`src/rtl/uart_tx_ctrl.sv`:
```
// uart_tx_ctrl: UART transmit frame sequencer (start, data LSB first, optional parity, 1/2 stop bits).
// Parity support is compiled in only when UART_TX_PARITY_EN is defined.
module uart_tx_ctrl #(
  parameter int DATA_W = 8,
  parameter int DIV_W  = 16
) (
  input  logic              i_apb_pclk,
  input  logic              i_apb_presetn,
  input  logic              i_enable,
  input  logic [DIV_W-1:0]  i_baud_div,
  input  logic              i_stop2,
  input  logic [DATA_W-1:0] i_data,
  input  logic              i_valid,
`ifdef UART_TX_PARITY_EN
  input  logic              i_parity_en,
  input  logic              i_parity_odd,
`endif
  output logic              o_ready,
  output logic              o_tx,
  output logic              o_busy,
  output logic              o_done
);
  localparam int IDX_W = $clog2(DATA_W);
  localparam logic [2:0] IDLE   = 3'd0;
  localparam logic [2:0] START  = 3'd1;
  localparam logic [2:0] DATA   = 3'd2;
  localparam logic [2:0] PARITY = 3'd3;
  localparam logic [2:0] STOP   = 3'd4;
  logic [2:0]        state;
  logic [DIV_W-1:0]  baud_cnt, div_q;
  logic [IDX_W-1:0]  bit_idx;
  logic [DATA_W-1:0] shreg;
  logic              stop2_q, has_par, par_bit;
  assign o_ready = (state == IDLE) & i_enable;
  assign o_busy  = state != IDLE;
`ifdef UART_TX_PARITY_EN
  always_ff @(posedge i_apb_pclk or negedge i_apb_presetn)
    if (!i_apb_presetn) begin
      has_par <= 1'b0;
      par_bit <= 1'b0;
    end else if (i_valid && o_ready) begin
      has_par <= i_parity_en;
      par_bit <= ^i_data ^ i_parity_odd;
    end
`else
  assign has_par = 1'b0;
  assign par_bit = 1'b0;
`endif
  // bit_idx doubles as the stop-bit counter while in STOP
  always_ff @(posedge i_apb_pclk or negedge i_apb_presetn)
    if (!i_apb_presetn) begin
      state    <= IDLE;
      baud_cnt <= '0;
      div_q    <= '0;
      bit_idx  <= '0;
      shreg    <= '0;
      stop2_q  <= 1'b0;
      o_tx     <= 1'b1;
      o_done   <= 1'b0;
    end else begin
      o_done <= 1'b0;
      if (state == IDLE) begin
        if (i_valid && o_ready) begin
          state    <= START;
          o_tx     <= 1'b0;
          baud_cnt <= i_baud_div;
          div_q    <= i_baud_div;
          stop2_q  <= i_stop2;
          shreg    <= i_data;
        end
      end else if (baud_cnt != '0) begin
        baud_cnt <= baud_cnt - DIV_W'(1);
      end else begin
        baud_cnt <= div_q;
        bit_idx  <= '0;
        case (state)
          START: begin
            state <= DATA;
            o_tx  <= shreg[0];
            shreg <= shreg >> 1;
          end
          DATA:
            if (bit_idx == IDX_W'(DATA_W - 1)) begin
              state <= has_par ? PARITY : STOP;
              o_tx  <= has_par ? par_bit : 1'b1;
            end else begin
              bit_idx <= bit_idx + IDX_W'(1);
              o_tx    <= shreg[0];
              shreg   <= shreg >> 1;
            end
          PARITY: begin
            state <= STOP;
            o_tx  <= 1'b1;
          end
          STOP:
            if (bit_idx == IDX_W'(stop2_q)) begin
              state  <= IDLE;
              o_tx   <= 1'b1;
              o_done <= 1'b1;
            end else begin
              bit_idx <= bit_idx + IDX_W'(1);
            end
          default: begin
            state <= IDLE;
            o_tx  <= 1'b1;
          end
        endcase
      end
    end
endmodule

```
`config.mk`:
```
export PLATFORM = sky130hd
export DESIGN_NAME = uart_tx_ctrl
export DESIGN_NICKNAME = d
export VERILOG_FILES = /design/src/rtl/uart_tx_ctrl.sv
export SDC_FILE = /design/constraint.sdc
export NUM_CORES = 1
export LEC_CHECK = 0
export CAP_MARGIN = 20
export CORE_ASPECT_RATIO = 2
export CORE_MARGIN = 2
export CORE_UTILIZATION = 60
export CTS_CLUSTER_SIZE = 40
export DETAILED_ROUTE_END_ITERATION = 8
export HOLD_SLACK_MARGIN = 0.06
export PLACE_DENSITY = 0.93
export SETUP_SLACK_MARGIN = 0.15
export SLEW_MARGIN = 20
export SYNTH_ARGS = -nofsm -noshare
export SYNTH_HDL_FRONTEND = slang
export SYNTH_SLANG_ARGS = --single-unit
```
`constraint.sdc`:
```
create_clock -name i_apb_pclk -period 5.89 [get_ports i_apb_pclk]
set_input_delay 0.8835 -clock i_apb_pclk [delete_from_list [all_inputs] [get_ports i_apb_pclk]]
set_output_delay 0.8835 -clock i_apb_pclk [all_outputs]
set_load 0.01 [all_outputs]
```
Yosys cells after proc, flatten, opt, wreduce, memory -nomap -nowiden:

Index checks and enable logic that the tools add are counted.

* register bits after elaboration: 49
* logic and storage cells: 61

* add/subtract/negate cells: 2
* bitwise operators: 3
* reductions and logical operators: 10
* eq/ne operators: 11
* mux-type cells: 27

Operators by type and width (number)
* two-way mux 16 bit: 3
* two-way mux 8 bit: 4
* two-way mux 3 bit: 7
* one-hot mux 8 bit (2 select lines): 1
* nonzero test 16 bit: 1
* subtractor 16 x 1 -> 16 bit (second input constant): 1
* one-hot mux 3 bit (4 select lines): 1
* two-way mux 1 bit: 9
* != test 3 bit (second input constant): 3
* AND reduction 4 bit: 2
* == test 3 x 2 -> 1 bit (second input constant): 2
* == test 3 bit (second input constant): 2
* one-hot mux 3 bit (2 select lines): 1
* nonzero test 3 bit: 2
* AND reduction 2 bit: 2
* adder 3 x 1 -> 3 bit (second input constant): 1
* == test 3 x 1 -> 1 bit: 1
* == test 3 x 1 -> 1 bit (second input constant): 1
* logical NOT 3 bit: 1
* one-hot mux 1 bit (3 select lines): 1
* AND reduction 3 bit: 1
* != test 2 x 1 -> 1 bit (second input constant): 1
* != test 2 bit (second input constant): 1
* inverter 1 bit: 2
* 2 further kinds: 2

Longest topological paths before layout:

Gate-level depths: netlist of run 1.

* depth after elaboration: 5
* depth in mapped cells: 9

Least setup slack after synthesis of run 1:

Ideal clock, no wire load.

* path type: register -> output
* from: reg state[2]
* to: out o_ready
* arrival: 1.401 ns
* path slack: 3.606 ns
* required time: 5.007 ns
* cell stages (with the launch flop): 5
* cell sequence: dfrtp_1 -> clkbuf_1 -> nor3_2 -> clkbuf_1 -> and2_1

* longest elaborated chain between the ends: 2

Ends and longest elaborated chain
* start: declaration: line 29 `logic [2:0] state;`
* start signal: assignment: line 84 `state <= has_par ? PARITY : STOP;`
* logical NOT 3 bit: line 34 `assign o_ready = (state == IDLE) & i_enable;`
* bitwise AND 1 bit: line 34
* end: declaration: line 18 `output logic o_ready,`

Every way passes these cells.

Final worst setup path of run 1:

* from: in i_enable
* to: reg shreg[5]

* longest elaborated chain between the ends: 4

Ends and longest elaborated chain
* start: declaration: line 9 `input logic i_enable,`
* bitwise AND 1 bit: line 34
* logical AND 1 bit: line 63 `if (i_valid && o_ready) begin`
* != test 2 x 1 -> 1 bit (no line)
* AND reduction 4 bit (no line)
* end signal: assignment: line 69 `shreg <= i_data;`
* end signal: assignment: line 80 `shreg <= shreg >> 1;`
* end signal: assignment: line 89 `shreg <= shreg >> 1;`
* end: declaration: line 32 `logic [DATA_W-1:0] shreg;`

Every way passes these cells.
A chain may end at the register's enable or synchronous reset.

==> results of run 1 <==
-- through the flow --
stage	hold slack, ns	utilization (%)	cells
after global placement	0.4837	68.46	356
final	0.5113	71.48	364
after CTS	0.5112	71.43	364
after floorplan	0.4752	-	286
after detailed placement	0.4953	68.46	356
after global routing	0.5216	71.48	364
-- logic make-up (layout without fill, tap and decap cells) --
family,Yosys count,in the layout,share of synthesized area (%)
AOI/OAI and AO/OA,66,66,16.02
muxes,31,31,11.97
adders and majority gates,4,4,1.800
DFF,49,49,44.15
buffers and inverters,25,48,3.960
and+or+nand+nor,103,103,19.58
xor gates and xnor gates,8,8,2.520
-- power by group through the flow --
| stage | logic [mW] | clock network (mW) | registers, mW |
|---|---|---|---|
| 2_1_floorplan | 0.0837 | 0 | 0.405 |
| 3_3_place_gp | 0.117 | 0 | 0.414 |
| 3_5_place_dp | 0.127 | 0 | 0.416 |
| 4_1_cts | 0.128 | 0.282 | 0.410 |
| 5_1_grt | 0.142 | 0.294 | 0.414 |
| 6_report | 0.128 | 0.282 | 0.411 |
-- sequential cells by signal (all words and copies together) (netlist names) --
name	flops
div_q	16
baud_cnt	16
bit_idx	3
o_done	1
shreg	8
stop2_q	1
state	3
o_tx	1
-- synthesized netlist by cell type, types with 3 or more instances --
library cell	n
mux2_2	18
nor3_1	7
o31ai_1	3
o21ai_1	3
clkbuf_1	12
nand3_1	5
nor2_1	23
a21oi_1	4
xnor2_1	5
dfrtp_1	48
o22ai_1	7
nor4_1	5
buf_2	4
inv_1	6
ha_1	4
nor2b_1	3
o21ai_0	21
nand3b_1	3
mux2i_1	13
a31oi_1	8
o211ai_1	3
xor2_1	3
and2_1	5
nand2_1	37
-- routing by layer --
metal  vias to the layer above  track usage (%)
li1                       1069                -
met1                      1131            33.37
met2                        97            45.18
met3                        15            4.315
met4                         0            11.44
met5                         -                0
-- critical path, delay by kind of cell --
family	cells	cell delay, ns
buffers and inverters	1	0.54
AO/OA/AOI/OAI	2	0.82
AND/OR/NAND/NOR	3	1.11
-- area by class of cell --
class / count / area share (%)
Sequential cell: 49 / 38.07
Inverter: 7 / 0.8149
Clock inverter: 3 / 2.018
Multi-Input combinational cell: 212 / 44.74
Clock buffer: 5 / 2.134
Timing Repair Buffer: 33 / 10.09
Tap cell: 55 / 2.134
-- worst paths after layout --
kind | from | endpoint | slack [ns] | cells after the start
max in group asynchronous | i_apb_presetn | div_q[8] | 4.91 | 1
min | div_q[13] | div_q[13] | 0.51 | 1
max | i_enable | shreg[5] | 2.75 | 6
max reg2reg | baud_cnt[0] | shreg[5] | 3.47 | 7
min in group asynchronous | i_apb_presetn | baud_cnt[3] | 0.57 | 1
min reg2reg | div_q[13] | div_q[13] | 0.51 | 1
==> impl_metrics.toml, run 1 <==
[status]
status = "completed"

[timing]
setup_slack_ns = 2.754
worst_pin_slew_ns = 0.9350
timing.slew.headroom_pct = 37.67
setup_viol = 0
post-route-min-period_ns = 3.136
setup_tns_ns = 0
fmax_mhz = 318.9
slew_viol_final = 0
hold_viol = 0
grt_setup_unrepaired = "no"
finClkSkew_ns = 0.006406
finalCritPeriodShare_pct = 53.24

[yosys]
synthFlopType = "dfrtp_1"
synth.avg_cell_area_um2 = 9.721
syn_inst = 286
synth_top_area_cell = "dfrtp_1"
yosysUniqueCellTypes = 52
synth-seq-cells = 49
netlist_area_um2 = 2780
synth_top_cells_by_area = "dfrtp_1, mux2_2, nand2_1, mux2i_1, o21ai_0"
yosys_warnings = 0
synth_top_area_share_pct = 43.20
ys_seq_area_share_pct = 44.15
synth_fp_nets = 319
synth_edf_count = 0
ys_async_sr_fraction_pct = 100.0

[worst_hold_path]
hold_path.class = "flop to flop"

[power_and_ir_drop]
p_leak_nw = 1.361
cellPowerDensity_nw_per_um2 = 254.6
switchingPower_mw = 0.2189
vdd_drop_max_uv = 238.8
power_frac_comb_pct = 15.6
total_power_mw = 0.8210
switching_share_pct = 26.66
power_frac_clock_pct = 34.4
p_int_mw = 0.6022
seqPwrFrac_pct = 50.0

[clocking]
post-cts-setup-buffer-count = 0
path_clk_slew_ns = 0.09
clkLatencyLatePin_ns = 0.31
cts_resized = 0
cts_tree = "done"
hold_buffers = 0
root_buffer = "clkbuf_8"
clockBufferDepth = 2
cts_max_level = 2
clock_sinks = 49
cts_buffers = 5

[global_routing]
grt_max_degree = 50
antenna_found_initial = 0
grt_pass1_vias = 2352
grt_first_pass_wirelength_mm = 10.78
gr-total-overflow = 0
grt_use_total_pct = 26.86

[worst_setup_path]
critPathArrivalTime_ns = 3.37
critPathLaunchType = "primary input"
path_max_fanout = 16
cp-end-kind = "flop"
path_class = "primary input to flop"
path_cells = "clkdlybuf4s50_1 > and2_1 > nand2_1 > a221oi_4 > nor2_1 > a31oi_1"
cp.required_ns = 6.13
cp_slowest_cell = "and2_1"
cpPeakStageDelay_ns = 0.77

[detailed_routing]
wl_met2_mm = 3.328
vias_per_cell = 6.352
route.detailed.drc = 0
first_pass_iters = 4
top_layer = "met4"
drt-met1-wl_mm = 2.543
wl_mm = 6.334
detail_route.iter0.violations = 111
wl_per_cell_um = 17.40
ant_nets = 0
vias = 2312
wl_met3_um = 327

[cells_and_area]
finish.instance_area_um2 = 3224
multi_input_area_um2 = 1443
layout_common_cells = "dfrtp_1, nand2_1, clkdlybuf4s50_1, nor2_1, o21ai_0"
area_growth_pct = 15.98
drive_gt1_share_pct = 12.94
regArea_um2 = 1227
antennaDiodeCount = 0
mostFrequentLayoutCell = "dfrtp_1"
n_fill_cell = 322
nets = 341

[floorplanning]
die_w_um = 52.14
ios = 33
row_count = 35
die_y_um = 100.3
die_area_um2 = 5227
start_util_pct = 61.64
core_um2 = 4511

[flow_run]
cap_violations = 0

[placement]
post_dp_cell_area_um2 = 3088
portBuffers = 32
dp_hpwl_mm = 4.393
preCtsSetupSlack_ns = 2.463
place_congestion = 0.8718
No activity file was read; power rests on OpenSTA's default activity.
==> run 2: changes to the inputs <==
--- a/config.mk
+++ b/config.mk
@@ -8,11 +8,11 @@
 export CAP_MARGIN = 20
 export CORE_ASPECT_RATIO = 2
 export CORE_MARGIN = 2
-export CORE_UTILIZATION = 60
+export CORE_UTILIZATION = 56
 export CTS_CLUSTER_SIZE = 40
 export DETAILED_ROUTE_END_ITERATION = 8
 export HOLD_SLACK_MARGIN = 0.06
-export PLACE_DENSITY = 0.93
+export PLACE_DENSITY = 0.88
 export SETUP_SLACK_MARGIN = 0.15
 export SLEW_MARGIN = 20
 export SYNTH_ARGS = -nofsm -noshare
==> constraint.sdc (replaced) <==
create_clock -name i_apb_pclk -period 3.1 [get_ports i_apb_pclk]
set_input_delay 0.465 -clock i_apb_pclk [delete_from_list [all_inputs] [get_ports i_apb_pclk]]
set_output_delay 0.465 -clock i_apb_pclk [all_outputs]
set_load 0.01 [all_outputs]
==> impl_metrics.toml, run 2 (synthesized netlist as in run 1, its figures left out) <==
[worst_setup_path]
cp.required_ns = 3.34
critPathArrivalTime_ns = 2.65
worstRegToRegCells = 7
rr_endpoint = "shreg[5]"
path_class = "flop to flop"
critPathCapture = "shreg[5]"
rrSetupSlack_ns = 0.69
r2r-start = "baud_cnt[0]"
cp-end-kind = "flop"
path_max_fanout = 16
critPathLaunchType = "flop"
crit_start = "baud_cnt[0]"

[timing]
finClkSkew_ns = 0.01038
hold_viol = 0
worst_pin_slew_ns = 0.6572
slew_viol_final = 0
grt_setup_unrepaired = "no"
setup_tns_ns = 0
timing.slew.headroom_pct = 56.19
fmax_mhz = 414.8
whs_ns = 0.1538
finalCritPeriodShare_pct = 77.76
post-route-min-period_ns = 2.411
setup_viol = 0

[detailed_routing]
first_pass_iters = 4
ant_nets = 0
wl_mm = 6.175
route.detailed.drc = 0
vias = 2305
detail_route.iter0.violations = 87
vias_per_cell = 6.247
wl_per_cell_um = 16.73

[cells_and_area]
multi_input_area_um2 = 1443
n_fill_cell = 377
regArea_um2 = 1227
final_cells = 369
area_growth_pct = 15.71
nets = 344
drive_gt1_share_pct = 13.78
layout_common_cells = "dfrtp_1, nand2_1, clkdlybuf4s50_1, nor2_1, o21ai_0"
largest_registers = "baud_cnt: 16 flops, div_q: 16 flops, shreg: 8 flops"
antennaDiodeCount = 0
mostFrequentLayoutCell = "dfrtp_1"

[status]
status = "completed"

[clocking]
post-cts-setup-buffer-count = 0
clock_sinks = 49
cts_tree = "done"
clockBufferDepth = 2
hold_buffers = 0
cts_max_level = 2
path_clk_slew_ns = 0.09
root_buffer = "clkbuf_8"
clkLatencyLatePin_ns = 0.31
cts_buffers = 5
cts_resized = 0

[floorplanning]
die_area_um2 = 5578
die_w_um = 53.82
core_um2 = 4820
row_count = 36
ios = 33
start_util_pct = 57.68
die_y_um = 103.6

[placement]
dpl.cell_count = 361
place_congestion = 0.9157
portBuffers = 32
dp_hpwl_mm = 4.534

[global_routing]
grt_pass1_vias = 2315
grt_use_total_pct = 25.22
antenna_found_initial = 0
grt_first_pass_wirelength_mm = 10.64
gr-total-overflow = 0
grt_max_degree = 50

[flow_run]
cap_violations = 0

[worst_hold_path]
hold_path.class = "primary input to async pin"

[power_and_ir_drop]
p_leak_nw = 1.362
vdd_drop_max_uv = 385.2
cellPowerDensity_nw_per_um2 = 444.0
-- run 2: cell count changes in the layout (fill, tap and decap cells not counted) --
cell,delta
clkbuf_8,+2
buf_4,+3
bufinv_16,-2
-- run 2: worst min-delay path by stage --
stage,depth (start not counted),to
floorplan,0,baud_cnt[0]
global route,1,shreg[5]
global placement,1,div_q[14]
detailed placement,1,div_q[15]
CTS,1,shreg[3]
finish,1,shreg[5]
-- run 2: area by class of cell --
| type | instances | share of cell area (%) |
|---|---|---|
| Timing Repair Buffer | 36 | 10.81 |
| Multi-Input combinational cell | 212 | 44.85 |
| Clock inverter | 1 | 0.1556 |
| Clock buffer | 7 | 2.995 |
| Inverter | 7 | 0.8168 |
| Tap cell | 57 | 2.217 |
| Sequential cell | 49 | 38.16 |
-- run 2: routing by layer --
metal	share of wire [%]	track usage [%]
met1	36	28.49
met2	57	43.47
met3	4.2	3.890
met4	3.6	11.90
met5	0	0
-- run 2: critical path, stage by stage (launching register included) --
cell and delay [ns]:
dfrtp_1 0.44, inv_1 0.13, ha_1 0.18, nor3b_2 0.33, nand4_4 0.29, a221oi_4 0.70, nor2_1 0.10, a31oi_1 0.16
-- run 2: stage by stage --
stage               worst slack (ns)  instance area, um^2  power (mW)  util (%)
finish                        0.6894                 3217       1.428     66.74
floorplan                      1.163                 2780      0.9294         -
global route                  0.5250                 3217       1.501     66.74
global placement              0.8007                 3113       1.011     64.59
detailed placement            0.7430                 3113       1.028     64.59
CTS                           0.6905                 3214       1.435     66.69
-- run 2: power by group --
group	leakage (nW)	internal [mW]	switching (mW)
Clock	0.0542	0.202	0.208
Sequential	0.565	0.692	0.0887
Combinational	0.743	0.133	0.105
